**src/rtl/seg7_pkg.sv**
```systemverilog
// Shared types and constants for the 2-digit 7-segment scan driver.
// Segment patterns are active-low, ordered {g,f,e,d,c,b,a}.
package seg7_pkg;

  typedef enum logic [1:0] {
    UNITS = 2'd0,
    GAP_T = 2'd1,
    TENS  = 2'd2,
    GAP_U = 2'd3
  } scan_state_t;

  localparam logic [6:0] SEG_OFF  = 7'h7F;
  localparam logic [6:0] SEG_DASH = 7'b0111111;

  localparam logic [1:0] AN_OFF   = 2'b11;
  localparam logic [1:0] AN_UNITS = 2'b10;
  localparam logic [1:0] AN_TENS  = 2'b01;

  // Entry 15 first; codes 10-15 are not BCD and render as a dash.
  localparam logic [15:0][6:0] SEG_TABLE = {
    SEG_DASH, SEG_DASH, SEG_DASH, SEG_DASH, SEG_DASH, SEG_DASH,
    7'b0010000,  // 9
    7'b0000000,  // 8
    7'b1111000,  // 7
    7'b0000010,  // 6
    7'b0010010,  // 5
    7'b0011001,  // 4
    7'b0110000,  // 3
    7'b0100100,  // 2
    7'b1111001,  // 1
    7'b1000000   // 0
  };

  function automatic logic [6:0] seg_pattern(input logic [3:0] code);
    return SEG_TABLE[code];
  endfunction

endpackage

```
**src/rtl/bcd_to_seg7.sv**
```systemverilog
// Combinational 4-bit code to active-low 7-segment pattern lookup.
module bcd_to_seg7
  import seg7_pkg::*;
(
  input  logic [3:0] code,
  output logic [6:0] pattern
);

  assign pattern = seg_pattern(code);

endmodule

```
**src/rtl/seg7_scan_driver.sv**
```systemverilog
// Two-digit common-anode 7-segment scanner with anti-ghost gap cycles,
// leading-zero blanking and busy tracking. Optional blinking: SEG7_BLINK_EN.
module seg7_scan_driver
  import seg7_pkg::*;
#(
  parameter int PRESCALE  = 50000,
  parameter int BLINK_DIV = 64
) (
  input  logic       clk,
  input  logic       rst,
  input  logic       load,
  input  logic [3:0] units,
  input  logic [3:0] tens,
  input  logic       blink,
  output logic [6:0] seg,
  output logic [1:0] an,
  output logic       busy
);

  localparam int CNT_W = (PRESCALE > 2) ? $clog2(PRESCALE) : 1;
  localparam logic [CNT_W-1:0] CNT_LAST = CNT_W'(PRESCALE - 1);

  scan_state_t state_reg, state_next;
  logic [CNT_W-1:0] cnt_reg, cnt_next;
  logic [6:0] seg_reg, seg_next;
  logic [1:0] an_reg, an_next;
  logic busy_reg, clean_reg, units_done_reg;
  logic in_gap, tick, suppress;

  logic [3:0] digit_in   [2];
  logic [6:0] digit_pat  [2];
  logic       digit_zero [2];

  assign digit_in[0] = units;
  assign digit_in[1] = tens;

  assign in_gap = (state_reg == GAP_T) || (state_reg == GAP_U);
  assign tick   = !in_gap && (cnt_reg == CNT_LAST);

  // Index 0 is the units digit, index 1 the tens digit.
  generate
    for (genvar gi = 0; gi < 2; gi++) begin : g_digit
      logic [3:0] digit_reg;

      always_ff @(posedge clk or posedge rst) begin
        if (rst) begin
          digit_reg <= 4'd0;
        end else if (load) begin
          digit_reg <= digit_in[gi];
        end
      end

      bcd_to_seg7 u_dec (
        .code    (digit_reg),
        .pattern (digit_pat[gi])
      );

      assign digit_zero[gi] = (digit_reg == 4'd0);
    end
  endgenerate

`ifdef SEG7_BLINK_EN
  localparam int BDIV_W = (BLINK_DIV > 2) ? $clog2(BLINK_DIV) : 1;
  localparam logic [BDIV_W-1:0] BDIV_LAST = BDIV_W'(BLINK_DIV - 1);

  logic [BDIV_W-1:0] bcnt_reg;
  logic              phase_reg;

  always_ff @(posedge clk or posedge rst) begin
    if (rst) begin
      bcnt_reg  <= '0;
      phase_reg <= 1'b0;
    end else if (tick) begin
      if (bcnt_reg == BDIV_LAST) begin
        bcnt_reg  <= '0;
        phase_reg <= ~phase_reg;
      end else begin
        bcnt_reg <= bcnt_reg + 1'b1;
      end
    end
  end

  assign suppress = blink & phase_reg;
`else
  logic [31:0] unused_blink_cfg;
  assign unused_blink_cfg = {blink, 31'(BLINK_DIV)};
  assign suppress = 1'b0;
`endif

  // Dwell counter is held at zero through the gap so each dwell starts fresh.
  always_comb begin
    cnt_next = cnt_reg + 1'b1;
    if (in_gap || tick) begin
      cnt_next = '0;
    end
  end

  always_comb begin
    state_next = state_reg;
    an_next    = AN_OFF;
    seg_next   = SEG_OFF;

    case (state_reg)
      UNITS:   if (tick) state_next = GAP_T;
      GAP_T:   state_next = TENS;
      TENS:    if (tick) state_next = GAP_U;
      GAP_U:   state_next = UNITS;
      default: state_next = UNITS;
    endcase

    case (state_next)
      UNITS: begin
        an_next  = AN_UNITS;
        seg_next = digit_pat[0];
      end
      TENS: begin
        an_next  = AN_TENS;
        seg_next = digit_zero[1] ? SEG_OFF : digit_pat[1];
      end
      default: begin
        an_next  = AN_OFF;
        seg_next = SEG_OFF;
      end
    endcase

    if (suppress) begin
      seg_next = SEG_OFF;
    end
  end

  always_ff @(posedge clk or posedge rst) begin
    if (rst) begin
      state_reg <= UNITS;
      cnt_reg   <= '0;
      seg_reg   <= SEG_OFF;
      an_reg    <= AN_OFF;
    end else begin
      state_reg <= state_next;
      cnt_reg   <= cnt_next;
      seg_reg   <= seg_next;
      an_reg    <= an_next;
    end
  end

  // clean_reg: the current dwell has shown only the latest loaded value
  // from its first cycle. A load on the dwell-entry edge spoils that dwell.
  always_ff @(posedge clk or posedge rst) begin
    if (rst) begin
      busy_reg       <= 1'b0;
      clean_reg      <= 1'b0;
      units_done_reg <= 1'b0;
    end else if (load) begin
      busy_reg       <= 1'b1;
      clean_reg      <= 1'b0;
      units_done_reg <= 1'b0;
    end else begin
      if (in_gap) begin
        clean_reg <= 1'b1;
      end
      if ((state_reg == UNITS) && tick && clean_reg) begin
        units_done_reg <= 1'b1;
      end
      if ((state_reg == TENS) && tick && clean_reg && units_done_reg) begin
        busy_reg <= 1'b0;
      end
    end
  end

  assign seg  = seg_reg;
  assign an   = an_reg;
  assign busy = busy_reg;

endmodule

```
**config.mk**
```make
export PLATFORM = sky130hd
export DESIGN_NAME = seg7_scan_driver
export DESIGN_NICKNAME = d
export VERILOG_FILES = /design/src/rtl/seg7_pkg.sv /design/src/rtl/bcd_to_seg7.sv /design/src/rtl/seg7_scan_driver.sv
export SDC_FILE = /design/constraint.sdc
export NUM_CORES = 1
export LEC_CHECK = 0
export CAP_MARGIN = 15
export CORE_MARGIN = 3
export CORE_UTILIZATION = 35
export CTS_CLUSTER_DIAMETER = 120
export DETAILED_ROUTE_END_ITERATION = 10
export PLACE_DENSITY = 0.53
export SYNTH_ARGS = -nofsm -noshare
export SYNTH_HDL_FRONTEND = slang
export SYNTH_SLANG_ARGS = --single-unit
```
**constraint.sdc**
```tcl
create_clock -name clk -period 2 [get_ports clk]
set_input_delay 0.3 -clock clk [delete_from_list [all_inputs] [get_ports clk]]
set_output_delay 0.3 -clock clk [all_outputs]
set_load 0.01 [all_outputs]
```
# After elaboration in Yosys (flattened, before gate mapping)
# Memory sizes are Yosys's and may differ from the RTL's.
# Cells that the tools add are included.
dict set report op_classes {
  add_sub_neg 1
  n_lt_le_gt_ge 2
  eq_ne 5
  muxes 15
  reduce_logical 15
}
# cell count
set ops {}
lappend ops {{$mux 7} 3}
lappend ops {{$add 16x1->16 const B} 1}
lappend ops {{$eq 16x16->1 const B} 1}
lappend ops {{$mux 16} 1}
lappend ops {{$pmux 7 s2} 1}
lappend ops {{$lt 4x5->1 const B} 2}
lappend ops {{$pmux 2 s4} 1}
lappend ops {{$eq 2x2->1 const B} 3}
lappend ops {{$logic_and 1x1->1} 6}
lappend ops {{$mux 1} 6}
lappend ops {{$reduce_bool 2->1} 3}
lappend ops {{$logic_not 2->1} 2}
lappend ops {{$logic_not 4->1} 1}
lappend ops {{$mux 2} 2}
lappend ops {{$pmux 2 s2} 1}
lappend ops {{$eq 2x1->1 const B} 1}
lappend ops {{$logic_or 1x1->1} 2}
lappend ops {{$logic_not 1->1} 1}
dict set report word_totals {
  regBits 38
  mem_bits_ro 224
  in_bits 12
  output_inout_bits 10
  wordCells 49
  n_memories 2
}
# memory depth width rd rd_ports_with_merged_regs write_ports line_no
set memory_table {}
lappend memory_table {{(no name shown)} 16 7 1 0 0 seg7_pkg.sv:35} ;# return SEG_TABLE[code];
lappend memory_table {{(no name shown)} 16 7 1 0 0 seg7_pkg.sv:35}

# Longest topological paths before layout
# Gate-level depths: netlist of the first run.
dict set report logic_depth {
  word_depth 9
  ltp_mapped 7
  ltp_nobuf 6
}

# Hierarchy
# Synthesis of the first run repeated with hierarchy kept, for this count alone.
dict set report hier_totals {
  cells_unflattened 210
  area_unflattened_um2 2164.6
}
# module n_inst cells_each area_each_um2 seq_area_each_um2
set by_module_without_submodules {}
lappend by_module_without_submodules {seg7_scan_driver 1 148 1700.4 962.2}
lappend by_module_without_submodules {{bcd_to_seg7 at g_digit[1].u_dec} 1 31 240.2 0.0}
lappend by_module_without_submodules {{bcd_to_seg7 at g_digit[0].u_dec} 1 31 224.0 0.0}

# Worst setup path before layout of the first run
# Ideal clock, no wire load.
dict set report synth_path {
  kind {register to register}
  start {reg cnt_reg[4]}
  end {reg cnt_reg[11]}
  setup_time_ns 0.119
  t_arrival_ns 1.708
  required_time_ns 1.881
  setup_slack_ns 0.173
  stages_incl_launch_ff 7
  path_buffers 2
  synth_period_minus_slack_ns 1.827
  cell_sequence {dfrtp_1 -> or4bb_1 -> nor4_2 -> nand2b_1 -> buf_4 -> buf_6 -> nor2_1}
}
dict set report synth_between {
  elab_chain_cells 4
  elab_cells_between_ends 5
  classes_between {add/sub (1); eq/ne (1); mux (1); reduce/logical (2)}
}
# element line_no
set synth_rtl {}
lappend synth_rtl {{start, declared} seg7_scan_driver.sv:24} ;# logic [CNT_W-1:0] cnt_reg, cnt_next;
lappend synth_rtl {{start signal, assigned} seg7_scan_driver.sv:139} ;# cnt_reg <= cnt_next;
lappend synth_rtl {{branches (longest 3 deep; another with $add 16x1->16)} --}
lappend synth_rtl {{$mux 16 *} seg7_scan_driver.sv:93} ;# if (in_gap || tick) begin
lappend synth_rtl {{via cnt_next[11]} seg7_scan_driver.sv:24}
# Mark *: on every way through the listed nets, which the timed path passes.
# A chain may end at the register's enable or synchronous reset.

# Worst setup path in the final report of the first run
dict set report layout_path {
  start {reg cnt_reg[11]}
  end {reg cnt_reg[8]}
}
dict set report layout_between {
  elab_chain_cells 4
}
# element line_no
set layout_rtl {}
lappend layout_rtl {{$eq 16x16->1} seg7_scan_driver.sv:38} ;# assign tick = !in_gap && (cnt_reg == CNT_LAST);
lappend layout_rtl {{$logic_and 1x1->1} seg7_scan_driver.sv:38}
lappend layout_rtl {{$logic_or 1x1->1} seg7_scan_driver.sv:93}
lappend layout_rtl {{$mux 16} seg7_scan_driver.sv:93}
lappend layout_rtl {{via cnt_next[8]} seg7_scan_driver.sv:24}
# The timed path passes the listed nets, and every way through them passes these cells.

==> impl_metrics.yaml, run 1 <==
logic_synthesis:
  area_of_the_mapped_netlist_um2: 2037
  synth_top_cell_area_share: 0.3563
  ys_warn_count: 0
  postSynthCellCount: 209
  sequential_share_of_the_synthesized_area: 0.4724
  synthesis.nets: 238
  post_synth_main_area_contributors: "sky130_fd_sc_hd__dfrtp_1, sky130_fd_sc_hd__dfstp_2, sky130_fd_sc_hd__ha_1"
  synth_seq_cells: 38
  synth.distinct_cells: 37
  avg_synthesized_cell_area_um2: 9.746
  synth_top_cell_by_area: "sky130_fd_sc_hd__dfrtp_1"
place:
  detailed_place.area_um2: 2365
  hpwlAfterDp_um: 2802
  dpl_worst_slack_ns: 0.1431
  post-place-cells: 303
  gp_congestion: 0.7831
  place.port_buffers: 20
die:
  floorplan.rows: 27
  die_wd_um: 82.29
  initial_utilization: 0.3654
  floorplan.die.height_um: 82.29
  fp.dieArea_um2: 6772
  coreArea_um2: 5574
  io_pins: 22
detailed_routing:
  routed-via-count: 1504
  detail_route.wirelength_um: 3753
  remaining_drc_errors: 0
  final_antenna_net_count: 0
  met2RoutedLength_um: 2008
  topRoutingLayerUsed: "met4"
  vias_per_cell: 4.836
  drt_first_iter_violations: 41
  wire_per_inst_um: 12.07
  drt-met1-wl_um: 1557
  dr_wl_met3_um: 114
  dr.pass1.iters: 4
clocking:
  cts.repair.resized: 0
  htree_levels: 2
  cts_hold_buffers: 0
  clock_tree_root_buffer_cell: "sky130_fd_sc_hd__clkbuf_8"
  clkLatencyLatePin_ns: 0.29
  tritoncts_num_sinks: 38
  post_cts.repair.setup_buffers: 0
  clock_tree_from_tritoncts: "yes"
  clk_path_buf_depth: 2
  worst_setup_hold_path_clk_slew_ns: 0.07
  cts_made_buffers: 5
global_route:
  grt_remaining_overflow: 0
  antenna_found_initial: 0
  grt_pass1_wl_um: 6686
  grt_max_degree: 39
  via_count_of_the_first_global_routing_pass: 1507
  globalRouteTotalUtil: 0.1311
worst_setup_path:
  critPathCaptureType: "register"
  cpMostUsedCell: "sky130_fd_sc_hd__buf_4"
  timing.critical_path.slowest_cell_delay_ns: 0.55
  timing.setup.critical_path_class: "reg2reg"
  critical_path.n_buffers_inverters: 2
  worst-r2r-setup-slack_ns: 0.14
  top_cell_family_by_delay_on_the_critical_path: "simple AND/OR/NAND/NOR gates"
  timing.reg2reg.worst_path_depth: 6
  setup.worst_path.start_class: "register"
  cp_max_fo: 8
  worst_ep_required_time_ns: 2.17
  critical_path.cell_chain: "or4_1 > nor4_2 > buf_4 > nand2b_1 > buf_4 > nor2_1"
  setup.worst_path.start: "cnt_reg[11]"
  regToRegEndpoint: "cnt_reg[8]"
  cp.arrival_ns: 2.04
  crit_path_top_delay_cell: "sky130_fd_sc_hd__or4_1"
  crit-reg2reg-launch: "cnt_reg[11]"
layout:
  n_fill_cell: 554
  areaGrowthSynthToFinish_pct: 21.44
  largest_register_ff_count: 16
  post_route_cell_area_um2: 2474
  post-route-util: 0.4438
  stdcell_count: 311
  layout_commonest_cell: "sky130_fd_sc_hd__nor2_1"
  fin_nets: 267
  antenna-diode-count: 0
  layout.cells.most_common_list: "sky130_fd_sc_hd__nor2_1, sky130_fd_sc_hd__dfrtp_1, sky130_fd_sc_hd__clkdlybuf4s50_1"
  post_route_cells_drive_above_1_share: 0.1381
timing:
  final_max_slew_viol_count: 0
  period_utilisation_layout: 0.9321
  worst_hold_slack_ns: 0.4131
  rsz0062_at_grt: "false"
  clock_skew_ns: 0.004935
  setup_viol_count_final: 0
  timing.slew.headroom: 0.6925
  final-hold-violation-count: 0
  worst_slew_pin_slew_ns: 0.4613
  setup_slack_after_layout_ns: 0.1358
  final_tns_setup_ns: 0
  max_freq_ghz: 0.5364
  final_period_minus_worst_setup_slack_ns: 1.864
power:
  power.ir.vdd_worst_uv: 289.5
  static-leakage-power_nw: 1.076
  power_mw: 1.717
  power_density_relative_to_cell_area_nw_per_um2: 694.2
run:
  timing.max_cap.violations: 0
outcome:
  outcome: "complete, no violations"
hold_path:
  min-delay-path-class: "in2async"
worst max-delay path by stage:
stage,endpoint,slack [ns],depth (start not counted)
after floorplan,cnt_reg[11],0.17,6
after global placement,cnt_reg[15],0.12,6
after detailed placement,cnt_reg[7],0.14,6
after CTS,cnt_reg[11],0.12,6
after global routing,cnt_reg[13],0.01,6
final,cnt_reg[8],0.14,6
synthesized netlist by cell type (all sizes together):
cell type  number
nor4            3
o211ai          2
mux2            3
or4bb           1
inv            13
dfstp           9
nor2b           1
and3            1
nand3           8
o22a            1
a211oi          3
nor2           31
a21oi           9
a21o            2
o21ai           6
buf             3
ha             17
dfrtp          29
or4             2
nand4b          2
a41oi           1
nand2b          6
clkbuf          6
or3             1
nand2          15
or2             1
and2            1
o31ai           1
nand4           4
xnor2          11
nor3            8
o221ai          6
xor2            2
power by group:
group          switching, mW  internal, mW
logic                  0.108         0.116
clock network          0.268         0.367
registers             0.0358         0.823
total                  0.412          1.31
area by class of cell:
type	instances	area, µm²	area share
multi-input cells	149	980.9	0.3966
flip-flops and latches	38	962.2	0.3890
repair buffers	31	282.8	0.1143
well taps	72	90.09	0.03642
clock buffers	5	68.82	0.02782
inverters	13	48.80	0.01973
clock inverters	3	40.04	0.01619
layer usage:
layer	up-vias	global-route usage
met4	0	0.05980
met2	20	0.2404
li1	772	-
met5	-	0
met1	704	0.1420
met3	8	0.02928
kinds of logic after synthesis:
kind of cell,after synthesis,share of synthesized area
multiplexers,3,0.01658
adder cells (fa/ha/maj),17,0.1044
flip-flops,38,0.4724
AND/OR/NAND/NOR,85,0.2039
buffers and inverters,22,0.04607
AO/OA/AOI/OAI,31,0.1007
XOR/XNOR,13,0.05590
worst min-delay path: cells and delay by family:
kind | cells | cell delay (ns)
buffers and inverters | 3 | 0.84
Note: power is estimated with default switching activity, not from simulation.
==> run 2, diff against run 1 <==
SKIP_CTS_REPAIR_TIMING = 1   (was not set)
==> results of run 2 <==
No change in the layout: final DEF, timing and power equal those of run 1.
